[src/rtl/water_supply_level_counter_pkg.sv]
// Shared types and constants for the water supply level tracker.
package water_supply_pkg;

    localparam int unsigned LEVEL_W = 3;
    localparam logic [LEVEL_W-1:0] LEVEL_FULL  = 3'b000;
    localparam logic [LEVEL_W-1:0] LEVEL_EMPTY = 3'b111;

    typedef enum logic [1:0] {
        ST_IDLE   = 2'd0,
        ST_DRAIN  = 2'd1,
        ST_EMPTY  = 2'd2,
        ST_REFILL = 2'd3
    } state_t;

endpackage

[src/rtl/water_supply_level_counter_if.sv]
// Controller-to-tank-tracker signal bundle.
interface water_supply_level_counter_if;
    import water_supply_pkg::*;

    logic               irrigating;
    logic               refill_req;
    logic [LEVEL_W-1:0] water_level;
    logic               tank_full;
    logic               tank_empty;
    logic               refilling;
    logic               irrigation_enable;
    logic               level_changed;

    // Irrigation controller / display side
    modport master (
        output irrigating, refill_req,
        input  water_level, tank_full, tank_empty, refilling,
               irrigation_enable, level_changed
    );

    // Level tracker side
    modport slave (
        input  irrigating, refill_req,
        output water_level, tank_full, tank_empty, refilling,
               irrigation_enable, level_changed
    );
endinterface

[src/rtl/water_supply_level_counter_step_timer.sv]
// Step timer: counts enabled cycles and strobes when the terminal count is hit.
module water_step_timer #(
    parameter int unsigned CNT_W = 1
) (
    input  logic             clk,
    input  logic             reset,
    input  logic             i_en,
    input  logic             i_clear,
    input  logic [CNT_W-1:0] i_tc,
    output logic             o_step_c
);

    logic [CNT_W-1:0] r_count;

    // Count enabled cycles; clear wins over enable, wrap to zero at terminal count
    always_ff @(posedge clk or posedge reset) begin
        if (reset) begin
            r_count <= '0;
        end else if (i_clear) begin
            r_count <= '0;
        end else if (i_en) begin
            if (r_count == i_tc) begin
                r_count <= '0;
            end else begin
                r_count <= r_count + CNT_W'(1);
            end
        end
    end

    assign o_step_c = i_en && !i_clear && (r_count == i_tc);

endmodule

[src/rtl/water_supply_level_counter.sv]
// Irrigation tank level tracker: drains while irrigating, refills on request.
module water_supply_level_counter
    import water_supply_pkg::*;
#(
    parameter int unsigned DRAIN_TICKS = 50_000_000,
    parameter int unsigned FILL_TICKS  = 25_000_000
) (
    input  logic                          clk,
    input  logic                          reset,
    water_supply_level_counter_if.slave   bus
);

    localparam int unsigned MAX_TICKS = (DRAIN_TICKS > FILL_TICKS) ? DRAIN_TICKS : FILL_TICKS;
    localparam int unsigned CNT_W     = (MAX_TICKS > 1) ? $clog2(MAX_TICKS) : 1;

    state_t             r_state;
    logic [LEVEL_W-1:0] r_level;
    logic               r_level_changed;

    logic               w_refill_go;
    logic               w_tmr_en;
    logic               w_tmr_clear;
    logic [CNT_W-1:0]   w_tmr_tc;
    logic               w_step;
    logic [LEVEL_W-1:0] w_level_inc;
    logic [LEVEL_W-1:0] w_level_dec;

    // A refill request at full is meaningless and ignored in every state
    assign w_refill_go = bus.refill_req && (r_level != LEVEL_FULL);
    assign w_level_inc = r_level + LEVEL_W'(1);
    assign w_level_dec = r_level - LEVEL_W'(1);

    // Timer control: drain counting accumulates across IDLE/DRAIN, refill counts every cycle
    always_comb begin
        w_tmr_en    = 1'b0;
        w_tmr_clear = 1'b0;
        w_tmr_tc    = CNT_W'(DRAIN_TICKS - 1);
        case (r_state)
            ST_IDLE, ST_DRAIN: begin
                w_tmr_clear = w_refill_go;
                w_tmr_en    = bus.irrigating && !w_refill_go;
            end
            ST_EMPTY: begin
                w_tmr_clear = w_refill_go;
            end
            ST_REFILL: begin
                w_tmr_en = 1'b1;
                w_tmr_tc = CNT_W'(FILL_TICKS - 1);
            end
            default: ;
        endcase
    end

    water_step_timer #(
        .CNT_W (CNT_W)
    ) u_step_timer (
        .clk      (clk),
        .reset    (reset),
        .i_en     (w_tmr_en),
        .i_clear  (w_tmr_clear),
        .i_tc     (w_tmr_tc),
        .o_step_c (w_step)
    );

    // Tank FSM: level steps and state transitions on timer strobes
    always_ff @(posedge clk or posedge reset) begin
        if (reset) begin
            r_state         <= ST_IDLE;
            r_level         <= LEVEL_FULL;
            r_level_changed <= 1'b0;
        end else begin
            r_level_changed <= 1'b0;
            case (r_state)
                ST_IDLE, ST_DRAIN: begin
                    if (w_refill_go) begin
                        r_state <= ST_REFILL;
                    end else if (!bus.irrigating) begin
                        r_state <= ST_IDLE;
                    end else if (w_step) begin
                        r_level         <= w_level_inc;
                        r_level_changed <= 1'b1;
                        r_state         <= (w_level_inc == LEVEL_EMPTY) ? ST_EMPTY : ST_DRAIN;
                    end else begin
                        r_state <= ST_DRAIN;
                    end
                end
                ST_EMPTY: begin
                    if (w_refill_go) begin
                        r_state <= ST_REFILL;
                    end
                end
                ST_REFILL: begin
                    if (w_step) begin
                        r_level         <= w_level_dec;
                        r_level_changed <= 1'b1;
                        if (w_level_dec == LEVEL_FULL) begin
                            r_state <= ST_IDLE;
                        end
                    end
                end
                default: r_state <= ST_IDLE;
            endcase
        end
    end

    // Output decode from registered state and level only
    assign bus.water_level       = r_level;
    assign bus.tank_full         = (r_level == LEVEL_FULL);
    assign bus.tank_empty        = (r_level == LEVEL_EMPTY);
    assign bus.refilling         = (r_state == ST_REFILL);
    assign bus.irrigation_enable = (r_state == ST_IDLE) || (r_state == ST_DRAIN);
    assign bus.level_changed     = r_level_changed;

endmodule

[src/flat_wrapper.sv]
// flat-port wrapper written by rule: the top's interface ports become plain ports
module water_supply_level_counter_flat import water_supply_pkg::*;
#(
    parameter int unsigned DRAIN_TICKS = 50_000_000,
    parameter int unsigned FILL_TICKS  = 25_000_000
)
  (clk, reset, bus_irrigating, bus_refill_req, bus_water_level, bus_tank_full, bus_tank_empty, bus_refilling, bus_irrigation_enable, bus_level_changed);
  water_supply_level_counter_if bus_i ();
  input  logic clk;
  input  logic reset;
  input wire logic [$bits(bus_i.irrigating)-1:0] bus_irrigating;
  input wire logic [$bits(bus_i.refill_req)-1:0] bus_refill_req;
  output wire logic [$bits(bus_i.water_level)-1:0] bus_water_level;
  output wire logic [$bits(bus_i.tank_full)-1:0] bus_tank_full;
  output wire logic [$bits(bus_i.tank_empty)-1:0] bus_tank_empty;
  output wire logic [$bits(bus_i.refilling)-1:0] bus_refilling;
  output wire logic [$bits(bus_i.irrigation_enable)-1:0] bus_irrigation_enable;
  output wire logic [$bits(bus_i.level_changed)-1:0] bus_level_changed;
  assign bus_i.irrigating = bus_irrigating;
  assign bus_i.refill_req = bus_refill_req;
  assign bus_water_level = bus_i.water_level;
  assign bus_tank_full = bus_i.tank_full;
  assign bus_tank_empty = bus_i.tank_empty;
  assign bus_refilling = bus_i.refilling;
  assign bus_irrigation_enable = bus_i.irrigation_enable;
  assign bus_level_changed = bus_i.level_changed;
  water_supply_level_counter #(.DRAIN_TICKS(DRAIN_TICKS), .FILL_TICKS(FILL_TICKS)) u_core (.clk(clk), .reset(reset), .bus(bus_i));
endmodule
[config.mk]
export PLATFORM = sky130hd
export DESIGN_NAME = water_supply_level_counter_flat
export DESIGN_NICKNAME = d
export VERILOG_FILES = /design/src/rtl/water_supply_level_counter_pkg.sv /design/src/rtl/water_supply_level_counter_if.sv /design/src/rtl/water_supply_level_counter_step_timer.sv /design/src/rtl/water_supply_level_counter.sv /design/src/flat_wrapper.sv
export SDC_FILE = /design/constraint.sdc
export NUM_CORES = 1
export LEC_CHECK = 0
export CAP_MARGIN = 30
export CORE_UTILIZATION = 53
export DETAILED_ROUTE_END_ITERATION = 8
export PLACE_DENSITY = 0.75
export SETUP_SLACK_MARGIN = 0.02
export SYNTH_ARGS = -nofsm -noshare
export SYNTH_HDL_FRONTEND = slang
export SYNTH_SLANG_ARGS = --single-unit
[constraint.sdc]
create_clock -name clk -period 1.9 [get_ports clk]
set_clock_uncertainty 0.05 [all_clocks]
set_input_delay 0.38 -clock clk [delete_from_list [all_inputs] [get_ports clk]]
set_output_delay 0.38 -clock clk [all_outputs]
set_load 0.01 [all_outputs]
**Word-level counts from Yosys, hierarchy flattened**

Cells that the tools add are included.

- Register bits: 32
- Output and inout port bits: 8
- Word-level logic and storage cells: 59

- $add $sub $neg: 3
- Eq/ne operators: 12
- Multiplexer cells: 23
- Reduce and logical (&&, ||, !) cells: 17

Operator list:

| cell | count |
|---|---|
| 26-bit 2-to-1 mux | 4 |
| 26-bit by 1-bit adder with 26-bit output, second input constant | 1 |
| 26-bit == test | 1 |
| 2-bit 2-to-1 mux | 7 |
| 3-bit 2-to-1 mux | 4 |
| 3-bit == test, second input constant | 2 |
| 3-bit zero test | 2 |
| 2-bit by 1-bit != test with 1-bit output, second input constant | 3 |
| 2-bit != test, second input constant | 3 |
| 2-bit case mux with 3 select lines | 1 |
| 3-bit case mux with 2 select lines | 1 |
| 5-bit AND reduction | 1 |
| 2-bit == test, second input constant | 2 |
| 1-bit logical AND | 4 |
| 1-bit 2-to-1 mux | 4 |
| 1-bit case mux with 2 select lines | 2 |
| 2-bit nonzero test | 2 |
| 3-bit by 1-bit adder with 3-bit output, second input constant | 1 |
| 3-bit AND reduction | 1 |
| 3-bit nonzero test | 1 |
| 3-bit OR reduction | 1 |
| 3-bit by 1-bit subtractor with 3-bit output, second input constant | 1 |
| 2-bit by 1-bit == test with 1-bit output, second input constant | 1 |
| 1-bit zero test | 2 |
| 3 further kinds | 3 |

**Longest topological paths before layout**

Gate-level depths: netlist (run 1).

- Word-level depth: 11
- Depth in mapped cells: 8
- Mapped depth without buffers: 8

**Hierarchy**

Synthesis (run 1) repeated with hierarchy kept, for this count alone.

- Cells, all modules: 255
- Area total of the unflattened synthesis: 2,192.1 µm²

Modules (own cells, without submodules):

| module | instances | cells each | area each (µm²) | seq. area each (µm²) |
|---|---|---|---|---|
| water_step_timer | 1 | 207 | 1,759.2 | 650.6 |
| water_supply_level_counter | 1 | 48 | 432.9 | 150.1 |

**Worst setup path before layout (run 1)**

No wires, ideal clock.

- Kind: register -> register
- Start point: register u_core.r_level[0] (netlist: u_core.bus.water_level[0])
- End point: register u_core.u_step_timer.r_count[22]
- Data arrival time: 1.999 ns
- Required time: 1.771 ns
- Slack: -0.228 ns
- Cell stages (with the launch flop): 9
- Period minus slack after synthesis: 2.128 ns
- Cells stage by stage: dfrtp_1 -> inv_1 -> ha_1 -> nand2b_1 -> inv_1 -> o21ai_1 -> nand3_1 -> or4_1 -> a21oi_1

- Longest elaborated chain between the ends: 6
- Elaborated cells on any way between the ends: 8
- Classes of those cells: mux: 3; reduce/logical: 5

Ends and longest elaborated chain:

| element | RTL line | source |
|---|---|---|
| start, declared | water_supply_level_counter.sv:17 | `logic [LEVEL_W-1:0] r_level;` |
| start signal, assigned | water_supply_level_counter.sv:80 | `r_level <= w_level_inc;` |
| start signal, assigned | water_supply_level_counter.sv:94 | `r_level <= w_level_dec;` |
| 3-bit nonzero test * | water_supply_level_counter.sv:29 | `assign w_refill_go = bus.refill_req && (r_level != LEVEL_FULL);` |
| 1-bit logical AND * | water_supply_level_counter.sv:29 |  |
| 1-bit zero test | water_supply_level_counter.sv:41 | `w_tmr_en = bus.irrigating && !w_refill_go;` |
| 1-bit logical AND | water_supply_level_counter.sv:41 |  |
| 1-bit case mux with 2 select lines | water_supply_level_counter.sv:38 | `case (r_state)` |
| 2-bit nonzero test (no line) | - |  |
| end signal, assigned | water_supply_level_counter_step_timer.sv:25 | `r_count <= r_count + CNT_W'(1);` |
| end, declared | water_supply_level_counter_step_timer.sv:13 | `logic [CNT_W-1:0] r_count;` |

Mark *: on every way between the ends. The rest lies on a longest branch, timed or not.
A chain may end at the register's enable or synchronous reset.

**Worst setup path in the final report (run 1)**

- Start point: register u_core.u_step_timer.r_count[16]
- End point: register u_core.r_level[1] (netlist: u_core.bus.water_level[1])

- Longest elaborated chain between the ends: 4
- Elaborated cells on any way between the ends: 5
- Classes of those cells: eq/ne: 3; reduce/logical: 2

Ends and longest elaborated chain:

| element | RTL line | source |
|---|---|---|
| 26-bit == test * | water_supply_level_counter_step_timer.sv:30 | `assign o_step_c = i_en && !i_clear && (r_count == i_tc);` |
| 1-bit logical AND * | water_supply_level_counter_step_timer.sv:30 |  |
| 2-bit != test (no line) / 2-bit by 1-bit != test with 1-bit output (equally long branches) | - |  |
| 5-bit AND reduction (no line) * | - |  |

Marks and branches as above.

==> results of run 1 <==
## state kept, by name, indices dropped and copies added (netlist names)
name and count:
u_core.bus.level_changed 1, u_core.bus.water_level 3, u_core.r_state 2, u_core.u_step_timer.r_count 26
## synthesized netlist by cell type (3+ instances only)
cell type	instances	area share
sky130_fd_sc_hd__buf_2	4	0.010
sky130_fd_sc_hd__or4_1	3	0.012
sky130_fd_sc_hd__mux2i_1	3	0.016
sky130_fd_sc_hd__dfrtp_1	32	0.42
sky130_fd_sc_hd__xnor2_1	17	0.077
sky130_fd_sc_hd__nand4_1	6	0.020
sky130_fd_sc_hd__nor3_1	6	0.016
sky130_fd_sc_hd__clkbuf_1	4	0.0078
sky130_fd_sc_hd__or2_1	3	0.0098
sky130_fd_sc_hd__nor4_1	7	0.023
sky130_fd_sc_hd__a21oi_1	6	0.016
sky130_fd_sc_hd__o21ai_0	9	0.023
sky130_fd_sc_hd__ha_1	7	0.046
sky130_fd_sc_hd__nand3_1	17	0.044
sky130_fd_sc_hd__inv_1	8	0.016
sky130_fd_sc_hd__o21ai_1	4	0.010
sky130_fd_sc_hd__nor2_1	27	0.053
sky130_fd_sc_hd__or3_1	3	0.0098
sky130_fd_sc_hd__nand2_1	22	0.043
sky130_fd_sc_hd__nor4_2	3	0.020
## per-layer routing
layer	GRT usage	up-vias	wire length, µm
met2	0.433	65	2490
met5	0	-	0
met1	0.350	914	2210
met3	0.0460	9	305
li1	-	914	-
met4	0.0669	0	73
## tightest hold or removal path, stage by stage
cell and delay [ns]:
sky130_fd_sc_hd__clkdlybuf4s50_1 0.40, sky130_fd_sc_hd__inv_1 0.05, sky130_fd_sc_hd__buf_4 0.36
## cells by family after synthesis
family	share of synthesized area
AOI/OAI and AO/OA	0.0995
xor gates and xnor gates	0.0819
adders and majority gates	0.0455
buffers and inverters	0.0358
DFF	0.416
muxes	0.0156
and+or+nand+nor	0.306
## through the flow
stage	setup TNS [ns]	setup slack (ns)	hold slack (ns)	utilization
after floorplan	-1.02	-0.0863	0.446	-
after global placement	-2.28	-0.159	0.504	0.729
after detailed placement	-4.08	-0.206	0.494	0.729
after CTS	-0.286	-0.0629	0.397	0.761
after global routing	-1.72	-0.142	0.398	0.795
final	-0.164	-0.0731	0.372	0.795
## timing repair
action | 4_1_cts | 5_1_grt
gates resized for setup | 17 | 24
setup buffers | 1 | 3
pin swaps | 1 | 11
endpoints found under the setup margin | 32 | 29
## report_power, final
| group | switching [W] | internal, W | total, W |
|---|---|---|---|
| clock network | 0.000234 | 0.000210 | 0.000444 |
| logic | 0.000280 | 0.000309 | 0.000589 |
| registers | 0.0000976 | 0.000786 | 0.000883 |
## area by class of cell
class,instances,area [µm²]
Multi-Input combinational cell,169,1200
Sequential cell,32,802
Fill cell,212,699
Timing Repair Buffer,68,557
Clock buffer,7,65.1
Tap cell,46,57.6
Inverter,9,33.8
## worst min path at each step
stage | cells past startpoint | end | startpoint
after floorplan | 1 | u_core.bus.level_changed | reset
after global placement | 2 | u_core.u_step_timer.r_count[1] | u_core.u_step_timer.r_count[1]
after detailed placement | 2 | u_core.u_step_timer.r_count[1] | u_core.u_step_timer.r_count[1]
after CTS | 3 | u_core.bus.water_level[2] | reset
after global routing | 3 | u_core.u_step_timer.r_count[23] | reset
final | 3 | u_core.r_state[0] | reset
==> impl_metrics.xml, run 1 <==
<?xml version="1.0" encoding="UTF-8"?>
<metrics>
  <group name="outcome">
    <metric name="outcome" unit="">complete, but fails checks</metric>
    <metric name="violations" unit="">negative setup slack</metric>
  </group>
  <group name="power">
    <metric name="fin_total_pwr" unit="W">0.00192</metric>
    <metric name="vdd.ir_drop.worst" unit="mV">0.794</metric>
    <metric name="static-leakage-power" unit="nW">1.14</metric>
    <metric name="power.density_cell_area" unit="mW/mm²">705</metric>
  </group>
  <group name="hold_path">
    <metric name="min_path_type" unit="">in -&gt; async</metric>
  </group>
  <group name="critical_path">
    <metric name="worst_path_dominant_cell_family" unit="">compound AO/OA/AOI/OAI gates</metric>
    <metric name="rr_endpoint" unit="">u_core.bus.water_level[1]</metric>
    <metric name="setup.reg_to_reg.worst_slack" unit="ns">-0.07</metric>
    <metric name="timing.critical_path.slowest_stage_cell" unit="">sky130_fd_sc_hd__dfrtp_1</metric>
    <metric name="critical_path.startpoint_type" unit="">register</metric>
    <metric name="r2r_cells" unit="">6</metric>
    <metric name="rr_startpoint" unit="">u_core.u_step_timer.r_count[16]</metric>
    <metric name="slowest_delay" unit="ns">0.40</metric>
    <metric name="critPathBufInv" unit="">1</metric>
    <metric name="critical_path.endpoint" unit="">u_core.bus.water_level[1]</metric>
    <metric name="maximum_fanout_encountered_on_the_critical_timing_path" unit="">5</metric>
    <metric name="end_kind" unit="">register</metric>
    <metric name="crit_path_cell_trace" unit="">a211o_1, nor4_4, o2111ai_4, buf_6, or2_4, a21oi_1</metric>
    <metric name="cp_data_arrival_time" unit="ns">2.19</metric>
    <metric name="cp-startpoint" unit="">u_core.u_step_timer.r_count[16]</metric>
    <metric name="worstPathRequired" unit="ns">2.11</metric>
    <metric name="cp.depth" unit="">6</metric>
    <metric name="worst-setup-path-type" unit="">reg -&gt; reg</metric>
  </group>
  <group name="logic_synthesis">
    <metric name="synth-edff-count" unit="">0</metric>
    <metric name="postSynthRegisterBits" unit="">32</metric>
    <metric name="synthesis.area_per_instance" unit="µm²">8.83</metric>
    <metric name="area_of_the_mapped_netlist" unit="mm²">0.00192</metric>
    <metric name="synth_sequential_area_ratio" unit="">0.416</metric>
    <metric name="async_reset_ff_frac" unit="">1.00</metric>
    <metric name="synth_flop_cell" unit="">sky130_fd_sc_hd__dfrtp_1</metric>
    <metric name="synth.yosys.warnings" unit="">0</metric>
    <metric name="number_of_instances_in_the_synthesized_netlist" unit="">218</metric>
    <metric name="post_synthesis_net_count" unit="">229</metric>
    <metric name="yosys.cell_types.count" unit="">42</metric>
  </group>
  <group name="timing">
    <metric name="max_clock_freq" unit="MHz">507</metric>
    <metric name="timing.final.setup_violations" unit="">5</metric>
    <metric name="fin_crit" unit="ns">1.97</metric>
    <metric name="max_slew.worst_pin.slew" unit="ns">0.433</metric>
    <metric name="final_hold_viol_count" unit="">0</metric>
    <metric name="final-max-slew-violation-count" unit="">0</metric>
    <metric name="relSlewSlack" unit="">0.709</metric>
    <metric name="period_share" unit="">1.04</metric>
    <metric name="grt_setup_unrepaired" unit="">true</metric>
    <metric name="postLayoutSetupSlackWorst" unit="ns">-0.0731</metric>
  </group>
  <group name="clock_network">
    <metric name="cts_hold_buf" unit="">0</metric>
    <metric name="cts-htree-levels" unit="">2</metric>
    <metric name="clkLatencyLatePin" unit="ns">0.34</metric>
    <metric name="number_of_buffers_created_by_cts" unit="">5</metric>
    <metric name="tritoncts" unit="">yes</metric>
    <metric name="path_clk_slew" unit="ns">0.10</metric>
    <metric name="clock-sinks" unit="">32</metric>
    <metric name="cts_root_buf" unit="">sky130_fd_sc_hd__clkbuf_4</metric>
    <metric name="cts.path.max_buffers" unit="">2</metric>
  </group>
  <group name="drt">
    <metric name="drt_iter0_markers" unit="">165</metric>
    <metric name="drc_violations_left" unit="">0</metric>
    <metric name="vias_per_cell" unit="">5.75</metric>
    <metric name="routed_wire_length_per_instance" unit="µm">15.3</metric>
    <metric name="ant_nets" unit="">0</metric>
    <metric name="drt-pass1-iter-count" unit="">4</metric>
    <metric name="route.final.wire_length" unit="mm">5.08</metric>
    <metric name="route.vias.total" unit="">1902</metric>
  </group>
  <group name="finish">
    <metric name="post_route_cells_drive_above_1_share" unit="">0.333</metric>
    <metric name="commonest_non_fill_non_tap_cells_in_the_layout" unit="">sky130_fd_sc_hd__buf_4 (51), sky130_fd_sc_hd__dfrtp_1 (31), sky130_fd_sc_hd__nor2_1 (25)</metric>
    <metric name="post-route-cell-area" unit="mm²">0.00272</metric>
    <metric name="nNetsFinal" unit="">296</metric>
    <metric name="most_frequent_standard_cell_in_the_layout_excluding_fill_and_tap_cells" unit="">sky130_fd_sc_hd__buf_4</metric>
    <metric name="areaGrowthSynthToFinish" unit="%">41.2</metric>
    <metric name="antenna_cells_inserted" unit="">0</metric>
    <metric name="final_cells" unit="">331</metric>
  </group>
  <group name="die">
    <metric name="design.die.area" unit="mm²">0.00388</metric>
    <metric name="start_util" unit="">0.563</metric>
    <metric name="core_area" unit="mm²">0.00342</metric>
    <metric name="ioPinCount" unit="">12</metric>
    <metric name="row_count" unit="">21</metric>
    <metric name="die_y" unit="µm">62.3</metric>
    <metric name="die-width" unit="µm">62.3</metric>
  </group>
  <group name="placement">
    <metric name="placement.io_buffers" unit="">11</metric>
    <metric name="gp_congestion" unit="">0.948</metric>
    <metric name="detailed_place_hpwl" unit="mm">3.36</metric>
    <metric name="dpl_cell_area" unit="mm²">0.00249</metric>
    <metric name="numPlacedInstances" unit="">321</metric>
  </group>
  <group name="global_route">
    <metric name="globalRouteTotalUtil" unit="">0.260</metric>
    <metric name="global_route_wire_length_before_repair" unit="mm">8.03</metric>
    <metric name="first_global_vias" unit="">1811</metric>
    <metric name="antenna_found_initial" unit="">0</metric>
    <metric name="globalRouteOverflowTotal" unit="">0</metric>
    <metric name="grt_start_max_net_pins" unit="">33</metric>
  </group>
  <group name="flow_run">
    <metric name="cap_viol_max_count" unit="">0</metric>
  </group>
</metrics>
No activity file was read; power rests on OpenSTA's default activity.
==> run 2, diff against run 1 <==
CORE_UTILIZATION = 60   (was 53)
PLACE_DENSITY = 0.8   (was 0.75)
SYNTH_HIERARCHICAL = 1   (was default)
clock period = 2.24 ns   (was 1.9 ns; I/O delays follow)
==> impl_metrics.xml, run 2 <==
<?xml version="1.0" encoding="UTF-8"?>
<metrics>
  <group name="outcome">
    <metric name="outcome" unit="">finished, final reports clean</metric>
  </group>
  <group name="global_route">
    <metric name="antenna_found_initial" unit="">0</metric>
    <metric name="globalRouteOverflowTotal" unit="">0</metric>
    <metric name="global_route_wire_length_before_repair" unit="mm">9.06</metric>
    <metric name="globalRouteTotalUtil" unit="">0.297</metric>
    <metric name="grt_start_max_net_pins" unit="">27</metric>
    <metric name="first_global_vias" unit="">1953</metric>
  </group>
  <group name="clock_network">
    <metric name="cts-htree-levels" unit="">2</metric>
    <metric name="path_clk_slew" unit="ns">0.10</metric>
    <metric name="cts_root_buf" unit="">sky130_fd_sc_hd__clkbuf_4</metric>
    <metric name="number_of_buffers_created_by_cts" unit="">5</metric>
    <metric name="tritoncts" unit="">yes</metric>
    <metric name="clock-sinks" unit="">32</metric>
    <metric name="cts_hold_buf" unit="">0</metric>
    <metric name="cts.path.max_buffers" unit="">2</metric>
    <metric name="clkLatencyLatePin" unit="ns">0.33</metric>
  </group>
  <group name="placement">
    <metric name="place_worst_setup_slack" unit="ns">-0.0729</metric>
    <metric name="gp_congestion" unit="">0.861</metric>
    <metric name="detailed_place_hpwl" unit="mm">3.78</metric>
    <metric name="placement.io_buffers" unit="">11</metric>
    <metric name="dpl_cell_area" unit="mm²">0.00263</metric>
  </group>
  <group name="critical_path">
    <metric name="cp.depth" unit="">9</metric>
    <metric name="maximum_fanout_encountered_on_the_critical_timing_path" unit="">5</metric>
    <metric name="worst-setup-path-type" unit="">reg -&gt; reg</metric>
    <metric name="crit_path_cell_trace" unit="">nand2_4, xnor2_1, nand4_1, nor4_4, buf_4, a31o_2, buf_4, nor2_1, a221o_1</metric>
    <metric name="setup.reg_to_reg.worst_slack" unit="ns">0.1</metric>
    <metric name="path_common_cell" unit="">sky130_fd_sc_hd__buf_4</metric>
    <metric name="critPathBufInv" unit="">2</metric>
    <metric name="end_kind" unit="">register</metric>
    <metric name="r2r_cells" unit="">9</metric>
    <metric name="timing.critical_path.slowest_stage_cell" unit="">sky130_fd_sc_hd__dfrtp_1</metric>
    <metric name="critical_path.startpoint_type" unit="">register</metric>
    <metric name="worst_path_dominant_cell_family" unit="">simple AND/OR/NAND/NOR gates</metric>
    <metric name="worstPathRequired" unit="ns">2.41</metric>
    <metric name="cp_data_arrival_time" unit="ns">2.32</metric>
    <metric name="slowest_delay" unit="ns">0.42</metric>
  </group>
  <group name="finish">
    <metric name="antenna_cells_inserted" unit="">0</metric>
    <metric name="nNetsFinal" unit="">321</metric>
    <metric name="largest_register" unit="">u_core/u_step_timer/r_count</metric>
    <metric name="largest_register_ff_count" unit="">26</metric>
    <metric name="commonest_non_fill_non_tap_cells_in_the_layout" unit="">sky130_fd_sc_hd__dfrtp_1 (32), sky130_fd_sc_hd__buf_4 (30), sky130_fd_sc_hd__nand2_1 (30)</metric>
    <metric name="post_route_cells_drive_above_1_share" unit="">0.193</metric>
    <metric name="multiInputGateArea" unit="mm²">0.00138</metric>
    <metric name="post-route-cell-area" unit="mm²">0.00276</metric>
    <metric name="most_frequent_standard_cell_in_the_layout_excluding_fill_and_tap_cells" unit="">sky130_fd_sc_hd__dfrtp_1</metric>
    <metric name="register_area" unit="µm²">801</metric>
    <metric name="fill_cells" unit="">209</metric>
    <metric name="areaGrowthSynthToFinish" unit="%">25.9</metric>
  </group>
  <group name="logic_synthesis">
    <metric name="synthesis.area_per_instance" unit="µm²">8.60</metric>
    <metric name="synth_top_area_cell" unit="">sky130_fd_sc_hd__dfrtp_1</metric>
    <metric name="synth_commonest_cells" unit="">sky130_fd_sc_hd__dfrtp_1 (32), sky130_fd_sc_hd__nand2_1 (32), sky130_fd_sc_hd__xnor2_1 (25)</metric>
    <metric name="yosys.cell_types.count" unit="">46</metric>
    <metric name="synth_sequential_area_ratio" unit="">0.365</metric>
    <metric name="synth-edff-count" unit="">0</metric>
    <metric name="yosys-top-cells-area" unit="">sky130_fd_sc_hd__dfrtp_1 (37%), sky130_fd_sc_hd__xnor2_1 (10%), sky130_fd_sc_hd__nand2_1 (5.5%)</metric>
    <metric name="synth.yosys.warnings" unit="">6</metric>
    <metric name="async_reset_ff_frac" unit="">1.00</metric>
    <metric name="synth_flop_cell" unit="">sky130_fd_sc_hd__dfrtp_1</metric>
    <metric name="number_of_instances_in_the_synthesized_netlist" unit="">255</metric>
    <metric name="synth_top_area_frac" unit="">0.365</metric>
    <metric name="area_of_the_mapped_netlist" unit="mm²">0.00219</metric>
    <metric name="postSynthRegisterBits" unit="">32</metric>
  </group>
  <group name="drt">
    <metric name="vias_per_cell" unit="">5.74</metric>
    <metric name="drc_violations_left" unit="">0</metric>
    <metric name="drt-pass1-iter-count" unit="">5</metric>
    <metric name="route.vias.total" unit="">2050</metric>
    <metric name="drt_iter0_markers" unit="">226</metric>
    <metric name="ant_nets" unit="">0</metric>
    <metric name="route.final.wire_length" unit="mm">5.30</metric>
    <metric name="routed_wire_length_per_instance" unit="µm">14.8</metric>
  </group>
  <group name="timing">
    <metric name="fin_crit" unit="ns">2.14</metric>
    <metric name="grt_setup_unrepaired" unit="">true</metric>
    <metric name="timing.final.setup_violations" unit="">0</metric>
    <metric name="max_clock_freq" unit="MHz">467</metric>
    <metric name="postLayoutSetupSlackWorst" unit="ns">0.0970</metric>
    <metric name="final-max-slew-violation-count" unit="">0</metric>
    <metric name="period_share" unit="">0.957</metric>
    <metric name="tns" unit="ns">0</metric>
    <metric name="final_hold_viol_count" unit="">0</metric>
  </group>
  <group name="die">
    <metric name="row_count" unit="">21</metric>
    <metric name="design.die.area" unit="mm²">0.00390</metric>
    <metric name="start_util" unit="">0.642</metric>
    <metric name="ioPinCount" unit="">12</metric>
    <metric name="die_y" unit="µm">62.4</metric>
    <metric name="die-width" unit="µm">62.4</metric>
    <metric name="core_area" unit="mm²">0.00342</metric>
  </group>
  <group name="power">
    <metric name="static-leakage-power" unit="nW">1.21</metric>
    <metric name="power.density_cell_area" unit="mW/mm²">612</metric>
    <metric name="vdd.ir_drop.worst" unit="mV">0.397</metric>
  </group>
  <group name="flow_run">
    <metric name="cap_viol_max_count" unit="">0</metric>
  </group>
  <group name="hold_path">
    <metric name="min_path_type" unit="">in -&gt; async</metric>
  </group>
</metrics>
run 2: changes by cell type after synthesis, sizes merged, moves of 8 or more:
cell	before	now
xnor2	17	26
o311ai	0	8
inv	9	17
nor4	10	2
nor2	27	13
nand2	23	32
run 2: final cells by class:
cell class                      count  area share
Clock buffer                        8      0.0213
Inverter                           17      0.0240
Timing Repair Buffer               44       0.144
Tap cell                           46      0.0209
Sequential cell                    32       0.290
Multi-Input combinational cell    210       0.500
run 2: path summary, 6_finish.rpt:
check / startpoint / to
min: reset / u_core/bus.water_level[1]
min in group clk: u_core/u_step_timer/r_count[25] / u_core/u_step_timer/r_count[25]
max reg2reg: u_core/r_state[0] / u_core/u_step_timer/r_count[21]
max: u_core/r_state[0] / u_core/u_step_timer/r_count[21]
max in group asynchronous: reset / u_core/u_step_timer/r_count[2]
min reg2reg: u_core/u_step_timer/r_count[25] / u_core/u_step_timer/r_count[25]
run 2: logic make-up after synthesis:
logic type	Yosys count	share of synthesized area
AND/OR/NAND/NOR	104	0.244
XOR/XNOR	32	0.131
multiplexers	2	0.0114
buffers and inverters	28	0.0588
AO/OA/AOI/OAI	48	0.146
flip-flops	32	0.365
adder cells (fa/ha/maj)	7	0.0400
other	2	0.00343
run 2: repair_timing:
| item | in CTS | in global routing |
|---|---|---|
| pin swaps | 1 | 6 |
| resized for setup | 4 | 11 |
| setup buffers | 1 | 3 |
| cloned | 0 | 0 |
| endpoints found under the setup margin | 6 | 24 |
run 2: routing by layer:
layer	vias up	track usage	wire length, µm
li1	991	-	-
met1	983	0.417	2360
met2	65	0.462	2560
met3	11	0.0547	287
met4	0	0.102	93
met5	-	0	0
run 2: through the flow:
step | utilization | instances | total power [W] | hold WS (ns)
5_1_grt | 0.808 | 357 | 0.00179 | 0.329
3_3_place_gp | 0.768 | 345 | 0.00129 | 0.489
3_5_place_dp | 0.768 | 345 | 0.00132 | 0.494
2_1_floorplan | - | 270 | 0.00114 | 0.189
6_report | 0.808 | 357 | 0.00169 | 0.304
4_1_cts | 0.793 | 354 | 0.00168 | 0.306
run 2: where the power goes:
group	internal [W]	total, W	switching [W]
Clock	0.000155	0.000354	0.000199
Sequential	0.000675	0.000819	0.000144
Combinational	0.000265	0.000517	0.000253
